--- src/rtl/simon_core_pkg.sv ---
// simon_core_pkg: shared types and constants for the SIMON block cipher core.
//   state_t      - control FSM states
//   Z_SEQ        - the five 62-bit z constant sequences, first bit in bit 61
//   params_legal - parameter legality check used at elaboration
package simon_core_pkg;

  typedef enum logic [1:0] {
    S_IDLE = 2'd0,
    S_KEXP = 2'd1,
    S_RUN  = 2'd2,
    S_DONE = 2'd3
  } state_t;

  localparam int Z_LEN = 62;

  localparam logic [Z_LEN-1:0] Z_SEQ [5] = '{
    62'b11111010001001010110000111001101111101000100101011000011100110,
    62'b10001110111110010011000010110101000111011111001001100001011010,
    62'b10101111011100000011010010011000101000010001111110010110110011,
    62'b11011011101011000110010111100000010010001010011100110100001111,
    62'b11010001111001101011011000100000010111000011001010010011101111
  };

  function automatic logic params_legal(input int n, input int m, input int t, input int z);
    return ((n == 16) || (n == 24) || (n == 32) || (n == 48) || (n == 64)) &&
           (m >= 2) && (m <= 4) && (t > m) && (z >= 0) && (z <= 4);
  endfunction

endpackage

--- src/rtl/simon_core_if.sv ---
// simon_core_if: key, block-in and block-out handshakes of simon_core.
//   key_valid/key_ready/key, key_loaded     - key schedule load and status
//   in_valid/in_ready/enc_dec/in_data       - block offer (upper word x)
//   out_valid/out_ready/out_data            - result (upper word x)
//   busy                                    - core not idle
// master = block user, slave = simon_core.
interface simon_core_if #(
  parameter int N = 16,
  parameter int M = 4
);
  logic             key_valid;
  logic             key_ready;
  logic [M*N-1:0]   key;
  logic             key_loaded;
  logic             in_valid;
  logic             in_ready;
  logic             enc_dec;
  logic [2*N-1:0]   in_data;
  logic             out_valid;
  logic             out_ready;
  logic [2*N-1:0]   out_data;
  logic             busy;

  modport master (
    output key_valid, key, in_valid, enc_dec, in_data, out_ready,
    input  key_ready, key_loaded, in_ready, out_valid, out_data, busy
  );

  modport slave (
    input  key_valid, key, in_valid, enc_dec, in_data, out_ready,
    output key_ready, key_loaded, in_ready, out_valid, out_data, busy
  );
endinterface

--- src/rtl/simon_round.sv ---
// simon_round: one combinational SIMON Feistel round.
//   x, y   - current upper/lower words
//   rk     - round key
//   x_next - y ^ f(x) ^ rk,  y_next - x
module simon_round #(
  parameter int N = 16
) (
  input  logic [N-1:0] x,
  input  logic [N-1:0] y,
  input  logic [N-1:0] rk,
  output logic [N-1:0] x_next,
  output logic [N-1:0] y_next
);

  function automatic logic [N-1:0] rol(input logic [N-1:0] v, input int s);
    return (v << s) | (v >> (N - s));
  endfunction

  assign x_next = y ^ (rol(x, 1) & rol(x, 8)) ^ rol(x, 2) ^ rk;
  assign y_next = x;

endmodule

--- src/rtl/simon_core.sv ---
// simon_core: iterative SIMON 2N/MN block cipher, one round per clock.
//   clk  - clock, all state on rising edge
//   R    - synchronous active-high reset
//   bus  - simon_core_if slave: key load, block in, block out, status
// A key transfer expands the full T-word schedule (T-M cycles); blocks are
// then encrypted or decrypted in T cycles each. Decryption runs the same
// round on half-swapped data with the schedule read backwards.
module simon_core
  import simon_core_pkg::*;
#(
  parameter int N = 16,
  parameter int M = 4,
  parameter int T = 32,
  parameter int Z = 0
) (
  input logic         clk,
  input logic         R,
  simon_core_if.slave bus
);

  localparam int CW = $clog2(T + 1);
  localparam int AW = $clog2(T);
  localparam logic [Z_LEN-1:0] ZS = Z_SEQ[Z];
  localparam logic [CW-1:0] LAST = CW'(T - 1);

  if (!params_legal(N, M, T, Z)) begin : g_bad_params
    $error("simon_core: illegal N/M/T/Z parameter set");
  end

  function automatic logic [N-1:0] ror(input logic [N-1:0] v, input int s);
    return (v >> s) | (v << (N - s));
  endfunction

  state_t         state;
  logic           key_loaded;
  logic           out_valid;
  logic [2*N-1:0] out_data;
  logic [CW-1:0]  i_cnt;
  logic [CW-1:0]  r_cnt;
  logic [5:0]     z_idx;
  logic           enc;
  logic [N-1:0]   blk_x, blk_y;
  logic [N-1:0]   x_next, y_next;
  logic [N-1:0]   rk;
  logic [N-1:0]   k_tmp, k_new;
  logic [N-1:0]   rk_file [T];
  logic           key_xfer, in_xfer;
  logic [AW-1:0]  idx_m1, idx_m3, idx_mm, idx_wr, idx_rd;
  logic [5:0]     z_pos;

  // handshakes: a pending key always wins over a block in IDLE
  assign key_xfer = bus.key_valid && (state == S_IDLE);
  assign in_xfer  = bus.in_valid && bus.in_ready;

  assign bus.key_ready  = (state == S_IDLE);
  assign bus.in_ready   = key_loaded &&
                          (((state == S_IDLE) && !bus.key_valid) ||
                           ((state == S_DONE) && bus.out_ready));
  assign bus.busy       = (state != S_IDLE);
  assign bus.key_loaded = key_loaded;
  assign bus.out_valid  = out_valid;
  assign bus.out_data   = out_data;

  // key schedule: word i from words i-1, i-3 (M=4 only) and i-M
  assign idx_m1 = AW'(i_cnt - CW'(1));
  assign idx_m3 = AW'(i_cnt - CW'(3));
  assign idx_mm = AW'(i_cnt - CW'(M));
  assign idx_wr = AW'(i_cnt);
  assign z_pos  = 6'd61 - z_idx;

  always_comb begin
    k_tmp = ror(rk_file[idx_m1], 3);
    if (M == 4) k_tmp = k_tmp ^ rk_file[idx_m3];
    k_tmp = k_tmp ^ ror(k_tmp, 1);
    k_new = ~rk_file[idx_mm] ^ k_tmp ^ N'(3) ^ {{(N-1){1'b0}}, ZS[z_pos]};
  end

  // round datapath
  assign idx_rd = enc ? AW'(r_cnt) : AW'(LAST - r_cnt);
  assign rk     = rk_file[idx_rd];

  simon_round #(.N(N)) u_round (
    .x      (blk_x),
    .y      (blk_y),
    .rk     (rk),
    .x_next (x_next),
    .y_next (y_next)
  );

  always_ff @(posedge clk) begin
    if (key_xfer) begin
      for (int w = 0; w < M; w++) rk_file[AW'(w)] <= bus.key[w*N +: N];
    end else if (state == S_KEXP) begin
      rk_file[idx_wr] <= k_new;
    end
  end

  always_ff @(posedge clk) begin
    if (in_xfer) begin
      enc <= bus.enc_dec;
      if (bus.enc_dec) {blk_x, blk_y} <= bus.in_data;
      else             {blk_x, blk_y} <= {bus.in_data[N-1:0], bus.in_data[2*N-1:N]};
    end else if (state == S_RUN) begin
      blk_x <= x_next;
      blk_y <= y_next;
    end
  end

  always_ff @(posedge clk) begin
    if (R) begin
      state      <= S_IDLE;
      key_loaded <= 1'b0;
      out_valid  <= 1'b0;
      out_data   <= '0;
      i_cnt      <= '0;
      r_cnt      <= '0;
      z_idx      <= '0;
    end else begin
      case (state)
        S_IDLE: begin
          if (key_xfer) begin
            state      <= S_KEXP;
            key_loaded <= 1'b0;
            i_cnt      <= CW'(M);
            z_idx      <= '0;
          end else if (in_xfer) begin
            state <= S_RUN;
            r_cnt <= '0;
          end
        end
        S_KEXP: begin
          i_cnt <= i_cnt + CW'(1);
          z_idx <= (z_idx == 6'd61) ? 6'd0 : z_idx + 6'd1;
          if (i_cnt == LAST) begin
            state      <= S_IDLE;
            key_loaded <= 1'b1;
          end
        end
        S_RUN: begin
          r_cnt <= r_cnt + CW'(1);
          if (r_cnt == LAST) begin
            state     <= S_DONE;
            out_valid <= 1'b1;
            out_data  <= enc ? {x_next, y_next} : {y_next, x_next};
          end
        end
        S_DONE: begin
          if (bus.out_ready) begin
            out_valid <= 1'b0;
            if (in_xfer) begin
              state <= S_RUN;
              r_cnt <= '0;
            end else begin
              state <= S_IDLE;
            end
          end
        end
        default: state <= S_IDLE;
      endcase
    end
  end

endmodule

--- src/flat_wrapper.sv ---
// flat-port wrapper written by rule: the top's interface ports become plain ports
module simon_core_flat import simon_core_pkg::*;
#(
  parameter int N = 16,
  parameter int M = 4,
  parameter int T = 32,
  parameter int Z = 0
)
  (clk, R, bus_key_valid, bus_key, bus_in_valid, bus_enc_dec, bus_in_data, bus_out_ready, bus_key_ready, bus_key_loaded, bus_in_ready, bus_out_valid, bus_out_data, bus_busy);
  simon_core_if #(.N(N), .M(M)) bus_i ();
  input logic clk;
  input logic R;
  input wire logic [$bits(bus_i.key_valid)-1:0] bus_key_valid;
  input wire logic [$bits(bus_i.key)-1:0] bus_key;
  input wire logic [$bits(bus_i.in_valid)-1:0] bus_in_valid;
  input wire logic [$bits(bus_i.enc_dec)-1:0] bus_enc_dec;
  input wire logic [$bits(bus_i.in_data)-1:0] bus_in_data;
  input wire logic [$bits(bus_i.out_ready)-1:0] bus_out_ready;
  output wire logic [$bits(bus_i.key_ready)-1:0] bus_key_ready;
  output wire logic [$bits(bus_i.key_loaded)-1:0] bus_key_loaded;
  output wire logic [$bits(bus_i.in_ready)-1:0] bus_in_ready;
  output wire logic [$bits(bus_i.out_valid)-1:0] bus_out_valid;
  output wire logic [$bits(bus_i.out_data)-1:0] bus_out_data;
  output wire logic [$bits(bus_i.busy)-1:0] bus_busy;
  assign bus_i.key_valid = bus_key_valid;
  assign bus_i.key = bus_key;
  assign bus_i.in_valid = bus_in_valid;
  assign bus_i.enc_dec = bus_enc_dec;
  assign bus_i.in_data = bus_in_data;
  assign bus_i.out_ready = bus_out_ready;
  assign bus_key_ready = bus_i.key_ready;
  assign bus_key_loaded = bus_i.key_loaded;
  assign bus_in_ready = bus_i.in_ready;
  assign bus_out_valid = bus_i.out_valid;
  assign bus_out_data = bus_i.out_data;
  assign bus_busy = bus_i.busy;
  simon_core #(.N(N), .M(M), .T(T), .Z(Z)) u_core (.clk(clk), .R(R), .bus(bus_i));
endmodule
--- config.mk ---
export PLATFORM = sky130hd
export DESIGN_NAME = simon_core_flat
export DESIGN_NICKNAME = d
export VERILOG_FILES = /design/src/rtl/simon_core_pkg.sv /design/src/rtl/simon_core_if.sv /design/src/rtl/simon_round.sv /design/src/rtl/simon_core.sv /design/src/flat_wrapper.sv
export SDC_FILE = /design/constraint.sdc
export NUM_CORES = 2
export LEC_CHECK = 0
export CORE_MARGIN = 8
export CORE_UTILIZATION = 40
export CTS_CLUSTER_SIZE = 30
export DETAILED_ROUTE_END_ITERATION = 10
export GPL_TIMING_DRIVEN = 1
export PLACE_DENSITY = 0.54
export SYNTH_ARGS = -nofsm -noshare
export SYNTH_HDL_FRONTEND = slang
export SYNTH_HIERARCHICAL = 1
export SYNTH_SLANG_ARGS = --single-unit
export TNS_END_PERCENT = 1
--- constraint.sdc ---
create_clock -name clk -period 17.1 [get_ports clk]
set_clock_uncertainty 0.1 [all_clocks]
set_input_delay 2.565 -clock clk [delete_from_list [all_inputs] [get_ports clk]]
set_output_delay 2.565 -clock clk [all_outputs]
set_load 0.02 [all_outputs]
* Word-level counts from Yosys, hierarchy flattened
Memory sizes are Yosys's and may differ from the RTL's.
Index checks and enable logic that the tools add are counted.
** Cells by class
- Add/subtract/negate cells :: 8
- Magnitude comparators :: 1
- Eq/ne operators :: 12
- Multiplexer cells :: 39
- Bitwise gates (word level) :: 15
- Reduce and logical (&&, ||, !) cells :: 20
** Operator list (count)
- 16-bit two-way mux :: 7
- 16-bit bitwise XOR :: 6
- 6-bit two-way mux :: 6
- 32-bit two-way mux :: 1
- 6-bit case mux with 2 select lines :: 2
- 6-bit by 1-bit adder with 6-bit output, second input constant :: 3
- 6-bit case mux with 3 select lines :: 1
- 16-bit bitwise AND :: 1
- 16-bit inverter :: 1
- 13-bit by 16-bit bitwise OR with 16-bit output :: 1
- 15-bit by 16-bit bitwise OR with 16-bit output :: 1
- 16-bit by 1-bit bitwise OR with 16-bit output :: 1
- 16-bit by 2-bit bitwise OR with 16-bit output :: 1
- 16-bit by 8-bit bitwise OR with 16-bit output :: 1
- 16-bit OR reduction :: 1
- 16-bit by 1-bit bitwise XOR with 16-bit output :: 1
- 6-bit by 5-bit == test with 1-bit output, second input constant :: 2
- 2-bit two-way mux :: 6
- 1-bit two-way mux :: 11
- 5-bit two-way mux :: 2
- 3-bit AND reduction :: 3
- 2-bit != test, second input constant :: 4
- 2-bit case mux with 4 select lines :: 1
- 2-bit nonzero test :: 4
- 20 further kinds :: 27
** Word-level totals
- Bits in registers :: 87
- RAM bits :: 512
- Bits in read-only memories :: 64
- Bits of input ports :: 102
- Output and inout bits :: 37
- Word-level logic and storage cells :: 107
- Memories :: 2
** Memory list
- u_core.rk_file :: depth 32, width 16, read ports 4, clocked after Yosys merged registers in 0, write ports 4, line simon_core.sv:46 : logic [N-1:0] rk_file [T];
- (name not given) :: depth 64, width 1, read ports 1, clocked after Yosys merged registers in 0, write ports 0, line simon_core.sv:75 : k_new = ~rk_file[idx_mm] ^ k_tmp ^ N'(3) ^ {{(N-1){1'b0}}, ZS[z_pos]};

* Depth between registers and ports, before layout
An unclocked memory read counts as a cell.
- Word-level depth :: 10
- Depth in mapped cells :: 18
- Gate-level depth less buffers :: 10

* Cells and area by module
The synthesis kept the hierarchy.
** Modules (own cells, without submodules)
- simon_core :: instances 1, cells an instance 2333, area each 37591.1 um2, seq. area each 17446.7 um2
- simon_round :: instances 1, cells an instance 64, area each 680.7 um2, seq. area each 0.0 um2

* Worst setup path after synthesis
OpenSTA, ideal clock, no wires.
- Path type :: input to output
- Start point :: in bus_key_valid
- End point :: out bus_in_ready
- Arrival time :: 3.429 ns
- Data required time :: 14.435 ns
- Path slack :: 11.006 ns
- Stages :: 2
- Buffers on the path :: 0
- Cell sequence :: or3_1 > a21boi_0
** Between the ends
- Longest elaborated chain between the ends :: 4
** RTL lines
- start: declaration :: line flat_wrapper.sv:13 : input wire logic [$bits(bus_i.key_valid)-1:0] bus_key_valid;
- 1-bit zero test :: line simon_core.sv:57 : (((state == S_IDLE) && !bus.key_valid) ||
- 1-bit logical AND :: line simon_core.sv:57
- 1-bit logical OR :: line simon_core.sv:57
- 1-bit logical AND :: line simon_core.sv:56 : assign bus.in_ready = key_loaded &&
- end: declaration :: line flat_wrapper.sv:21 : output wire logic [$bits(bus_i.in_ready)-1:0] bus_in_ready;
No other way between the ends.

==> flow_summary.ini <==
[route]
drt_wl_total_mm = 133
vias_per_cell = 6.75
dr_total_vias = 25638
post_drt_wl_per_cell_um = 35.0
ant_nets = 0
drt_iter0_markers = 3747
drt_pass1_iterations = 5
drc = 0

[sta]
final_hold_viol_count = 0
setup_viol = 0
finalSetupTns_ns = 0
rsz0062_at_grt = no
fin_crit_sh_pct = 41.2
fmax_ghz = 0.142
relSlewSlack_pct = 14.8
finalWorstSetupSlack_ns = 10.06
min_period_ns = 7.04
tightest_slew_ns = 1.27
final_max_slew_viol_count = 0

[logic_synthesis]
synth-simple-area-share_pct = 5.86
yosysMostFrequentCell = mux4_2
muxShareOfSynthArea_pct = 38.8
ys_seq_area_share_pct = 45.6
synth_edf_count = 545
avgSynthCellArea_um2 = 16.0
synth_top_family_by_area = multiplexers
netlist_instances = 2397
synth.top_cell.area_share_pct = 42.8
synth_fp_nets = 2515
synth_fa_ha_area_share_pct = 0.523
ys.flop_type = edfxtp_1
synth_seq_cells = 599
synthTopCellsByArea = edfxtp_1, mux4_2, mux2i_1
async_flop_share_pct = 0
synth_top_area_cell = edfxtp_1
synth_compound_area_share_pct = 2.94
synth_xor_area_share_pct = 3.19
yosysWarnings = 6
yosys-top-cells-count = mux4_2, edfxtp_1, nand2_1
netlist_area_mm2 = 0.0383
synth_cell_types = 63

[final_layout]
fillers = 8107
drive_above_1_share_pct = 35.8
final_cells = 3801
fin_util_pct = 45.8
seqCellArea_mm2 = 0.0175
final_nets = 2595
multi_input_area_mm2 = 0.0200
synthToLayoutAreaGrowth_pct = 13.6

[die]
coreArea_mm2 = 0.0949
fp.dieW_um = 325
dieHeight_um = 325
row_count = 113
ioPinCount = 139
start_util_pct = 40.3
die_area_mm2 = 0.106

[pwr]
combPwrFrac_pct = 26.4
pwr-share-seq_pct = 43.4
power_density_mw_per_mm2 = 115
clockPowerShare_pct = 30.2
ir_drop_mv = 0.114
netSwitchingFraction_pct = 31.1
internal_power_mw = 3.46
p_sw_mw = 1.56
power_mw = 5.02
power_leakage_nw = 14.0

[setup_path]
crit_type = reg -> reg
arrival_ns = 7.33
cp_slowest_cell = dfxtp_4
crit_path_end_kind = register
ff2ff_path_depth = 11
worstPathCellList = inv_1, ha_4, buf_4, buf_4, mux4_2, mux4_2, nor2_1, nor3_1, xnor2_1, xnor3_1, mux2_2
critical-path-top-delay-family = buffers and inverters
required_ns = 17.39
max_stage_delay_ns = 0.91
start_kind = register
path_buf_inv = 3
cp_max_fo = 66
worstSetupPathDepth = 11

[global_routing]
grt_pass1_vias = 25461
track_usage_pct = 24.4
grt_max_degree = 129
grt_pass1_wl_mm = 189
grt_overflow_total = 0
antenna_found_initial = 1

[cts]
clk_latency_ns = 0.66
cts_max_level = 3
clockBufferDepth = 3
ctsResizeCount = 0
cts_root_buf = clkbuf_16
path_clk_slew_ns = 0.06
cts_setup_buffers = 0
ctsHoldBuffers = 0
numCtsBuffers = 72
tritoncts = built
clock-sinks = 599

[placement]
dp_slack_ns = 9.89
finalWeightedCongestion = 0.862
dp_hpwl_mm = 84.0
dpl.cell_count = 3666
port_buffers = 138

[run_status]
status = complete, no violations

[min_path]
hold_class = reg -> reg
whs_path_depth = 2

[flow_run]
cap_viol_max_count = 0
-- layout make-up --
class                   instances  share of cell area [%]
well taps                    1265                    3.64
clock inverters                40                   0.921
repair buffers                227                    4.89
clock buffers                  92                    4.37
diodes                          1                 0.00575
multi-input cells            1564                    45.9
flip-flops and latches        599                    40.1
inverters                      13                   0.112
-- sequential cells by signal, summed over array words and instances, names as in the netlist, 2 cells and up --
signal,flops
u_core/i_cnt,6
u_core/bus.out_data,32
u_core/r_cnt,6
u_core/state,2
u_core/blk_y,16
u_core/rk_file,512
u_core/z_idx,6
u_core/blk_x,16
-- worst paths after layout --
check	slack (ns)	start	end
max	10.06	u_core/i_cnt[1]$_SDFFE_PP0P_	u_core/rk_file[1][4]$_DFFE_PP_
min reg2reg	0.40	u_core/bus.out_data[7]$_SDFFE_PP0P_	u_core/bus.out_data[7]$_SDFFE_PP0P_
min	0.40	u_core/bus.out_data[7]$_SDFFE_PP0P_	u_core/bus.out_data[7]$_SDFFE_PP0P_
max reg2reg	10.06	u_core/i_cnt[1]$_SDFFE_PP0P_	u_core/rk_file[1][4]$_DFFE_PP_
-- per-layer routing --
| layer | track usage (%) | vias to the layer above | wire length, um |
|---|---|---|---|
| li1 | - | 10182 | - |
| met4 | 9.96 | 0 | 5960 |
| met3 | 6.51 | 299 | 14400 |
| met1 | 32.1 | 13473 | 50700 |
| met2 | 38.5 | 1684 | 62000 |
| met5 | 0 | - | 0 |
-- through the flow --
stage	hold slack (ns)	area, um2
after global routing	0.421	43500
after floorplan	0.367	38300
after detailed placement	0.394	41200
after global placement	0.377	41100
final	0.399	43500
after CTS	0.402	43500
-- kinds of logic (layout without fill, tap and decap cells) --
logic type / after synthesis / count (layout)
compound gates: 166 / 166
xor+xnor: 94 / 94
fa+ha+maj: 16 / 16
buf+inv: 234 / 372
flops: 599 / 599
mux: 772 / 772
other cells: 0 / 1
simple gates: 516 / 516
-- power by group through the flow --
| stage | clock network (mW) | registers (mW) | logic (mW) |
|---|---|---|---|
| 6_report | 1.52 | 2.18 | 1.32 |
| 2_1_floorplan | 0 | 2.19 | 0.805 |
| 5_1_grt | 1.60 | 2.18 | 1.42 |
| 3_5_place_dp | 0 | 2.21 | 1.30 |
| 3_3_place_gp | 0 | 2.20 | 1.26 |
| 4_1_cts | 1.55 | 2.18 | 1.30 |
-- layout by cell type, fill, tap and decap left out, drive strengths merged, types with 37 or more instances in the layout --
master,instances
a211oi,43
buf,91
clkbuf,92
clkdlybuf4s50,136
dfxtp,54
edfxtp,545
mux2,84
mux2i,126
mux4,562
nand2,264
nand3,86
nor2,92
o21ai,45
xor2,37
-- worst register-to-register path: stages, from the launching register on --
cell	delay, ns
dfxtp_4	0.91
inv_1	0.30
ha_4	0.90
buf_4	0.82
buf_4	0.82
mux4_2	0.48
mux4_2	0.51
nor2_1	0.11
nor3_1	0.08
xnor2_1	0.44
xnor3_1	0.88
mux2_2	0.45
No activity file was read; power rests on OpenSTA's default activity.
==> variant (same settings) <==
`T` is set to 32 in 2 places; all go to 16.
--- a/src/rtl/simon_core.sv
+++ b/src/rtl/simon_core.sv
@@ -10,7 +10,7 @@
 #(
   parameter int N = 16,
   parameter int M = 4,
-  parameter int T = 32,
+  parameter int T = 16,
   parameter int Z = 0
 ) (
   input logic         clk,
--- a/src/flat_wrapper.sv
+++ b/src/flat_wrapper.sv
@@ -3,7 +3,7 @@
 #(
   parameter int N = 16,
   parameter int M = 4,
-  parameter int T = 32,
+  parameter int T = 16,
   parameter int Z = 0
 )
   (clk, R, bus_key_valid, bus_key, bus_in_valid, bus_enc_dec, bus_in_data, bus_out_ready, bus_key_ready, bus_key_loaded, bus_in_ready, bus_out_valid, bus_out_data, bus_busy);
Check against the original RTL: no difference found for any inputs over 4 cycles, from zero or initial values; that may be too few to reach the edited logic, so the function may still have changed.
==> variant against the unedited design <==
  * Wire length fell by 43%
  * Cell area fell by 42%
  * Synthesized area fell by 42%
  * Sequential cell count fell by 258
  * Power fell by 47%
  * Setup slack improved by 0.26 ns
  * Combinational power fell by 50%
  * Register-to-register slack improved by 1.3 ns
  * Largest cell class unchanged
  * Maximum frequency rose by 3.9%
==> variant: results (changes against the unedited design) <==
** Global route
- The met2 demand-to-capacity share in global routing is 36.5% (-2.0 points).
- The largest net degree at the start of global routing is 70 (-46%).
- The met1 track utilization from global routing is 32.9% (+0.79 points).
- The met3 track utilization from global routing came to 3.81% (-2.7 points).
- The number of antenna violations at the first check in global routing is 3 (+2).
- GRT Util Overall :: 23.5% (-0.97 points)

** Cells and area
- Non-filler instance count after layout :: 2528 (-33%)
- Registers with the most flip-flops :: u_core/rk_file x256, u_core/bus.out_data x32
- Ant. Diodes :: 0 (-1)
- The layout cell share with drive strength beyond 1 was 21.4% (-14 points).
- The final net count is 1915 (-26%).

** Synthesis
- The count of flip-flops with a built-in enable after synthesis is 289 (-47%).
- Cell variety after synth :: 54 (-14%)
- Top cells by area, synth :: edfxtp_1 (39%), mux4_2 (23%), dfxtp_1 (4.7%)
- The commonest cells after synthesis are edfxtp_1 (289), mux4_2 (222), nand2_1 (189).
- Synth Instances :: 1722 (-28%)
- The share of the yosys chip area belonging to registers came to 44.1% (-1.5 points).

** Critical path
- Delay contributed by the slowest stage of the critical path :: 0.64 ns (-0.27 ns)
- The count of cells along the worst register-to-register path is 10 (-1).
- Endpoint arrival time on the critical path :: 4.11 ns (-3.22 ns)
- Capture point of the critical path :: bus_in_ready
- The slack of the worst reg-to-reg path was 11.40 ns (+1.34 ns).
- Master of the slowest instance on the critical path :: clkdlybuf4s50_1
- Worst setup path startpoint :: bus_out_ready
- The endpoint identified for the worst register-to-register timing path is u_core/rk_file[5][12]$_DFFE_PP_.

** Placed design
- Setup WS pre-CTS :: 10.31 ns (+0.419 ns)
- Dpl cell area :: 0.0240 sq mm (-42%)
- The final weighted congestion in routability-driven placement came to 0.903 (+4.8%).
- HPWL Detailed :: 51.7 mm (-38%)

** Power and ir drop
- Leakage power :: 8.77 nW (-37%)
- Largest voltage drop on the vdd net :: 71.3 uV (-38%)

** Detailed routing
- The total length of routed met3 wires was 6.61 mm (-54%).
- The met2 wire length was 35.1 mm (-43%).
- The initial DRC count was 1906 (-49%).
- Total Wirelength :: 75.4 mm (-43%)

** Timing
- The least setup slack across all paths after layout was 10.32 ns (+0.264 ns).
- The worst hold margin was 0.393 ns (-0.00583 ns).
- Max-slew headroom :: 30.8% (+16 points)

** Min path
- Launch instance of the worst min-delay path :: u_core/r_cnt[4]$_SDFFE_PP0P_
- The worst hold path terminates at u_core/r_cnt[4]$_SDFFE_PP0P_.

** Status
- Outcome :: finished clean

** Clock network
- The CTS buffer count came to 41 (-43%).
- Number of H-tree levels :: 2 (-1)
==> variant: kinds of logic after synthesis <==
| family | count (synthesis) | synth area share (%) |
|---|---|---|
| AO/OA/AOI/OAI | 340 | 9.72 |
| XOR/XNOR | 98 | 5.01 |
| adder cells (fa/ha/maj) | 20 | 1.12 |
| buffers and inverters | 190 | 3.97 |
| flip-flops | 341 | 44.1 |
| multiplexers | 345 | 28.4 |
| AND/OR/NAND/NOR | 388 | 7.64 |
==> variant: layout make-up <==
| cell class | count | area (sq um) |
|---|---|---|
| fill | 4889 | 29500 |
| multi-input combinational | 1191 | 11600 |
| sequential | 341 | 9730 |
| timing repair buffer | 185 | 1720 |
| clock buffer | 52 | 1110 |
| tap | 704 | 881 |
| clock inverter | 21 | 141 |
| inverter | 34 | 128 |
==> variant: power breakdown <==
part	leakage, nW	switching [W]	internal (W)
registers	3.06	0.0000286	0.00112
clock network	0.613	0.000357	0.000473
logic	5.10	0.000443	0.000219
total	8.77	0.000829	0.00181
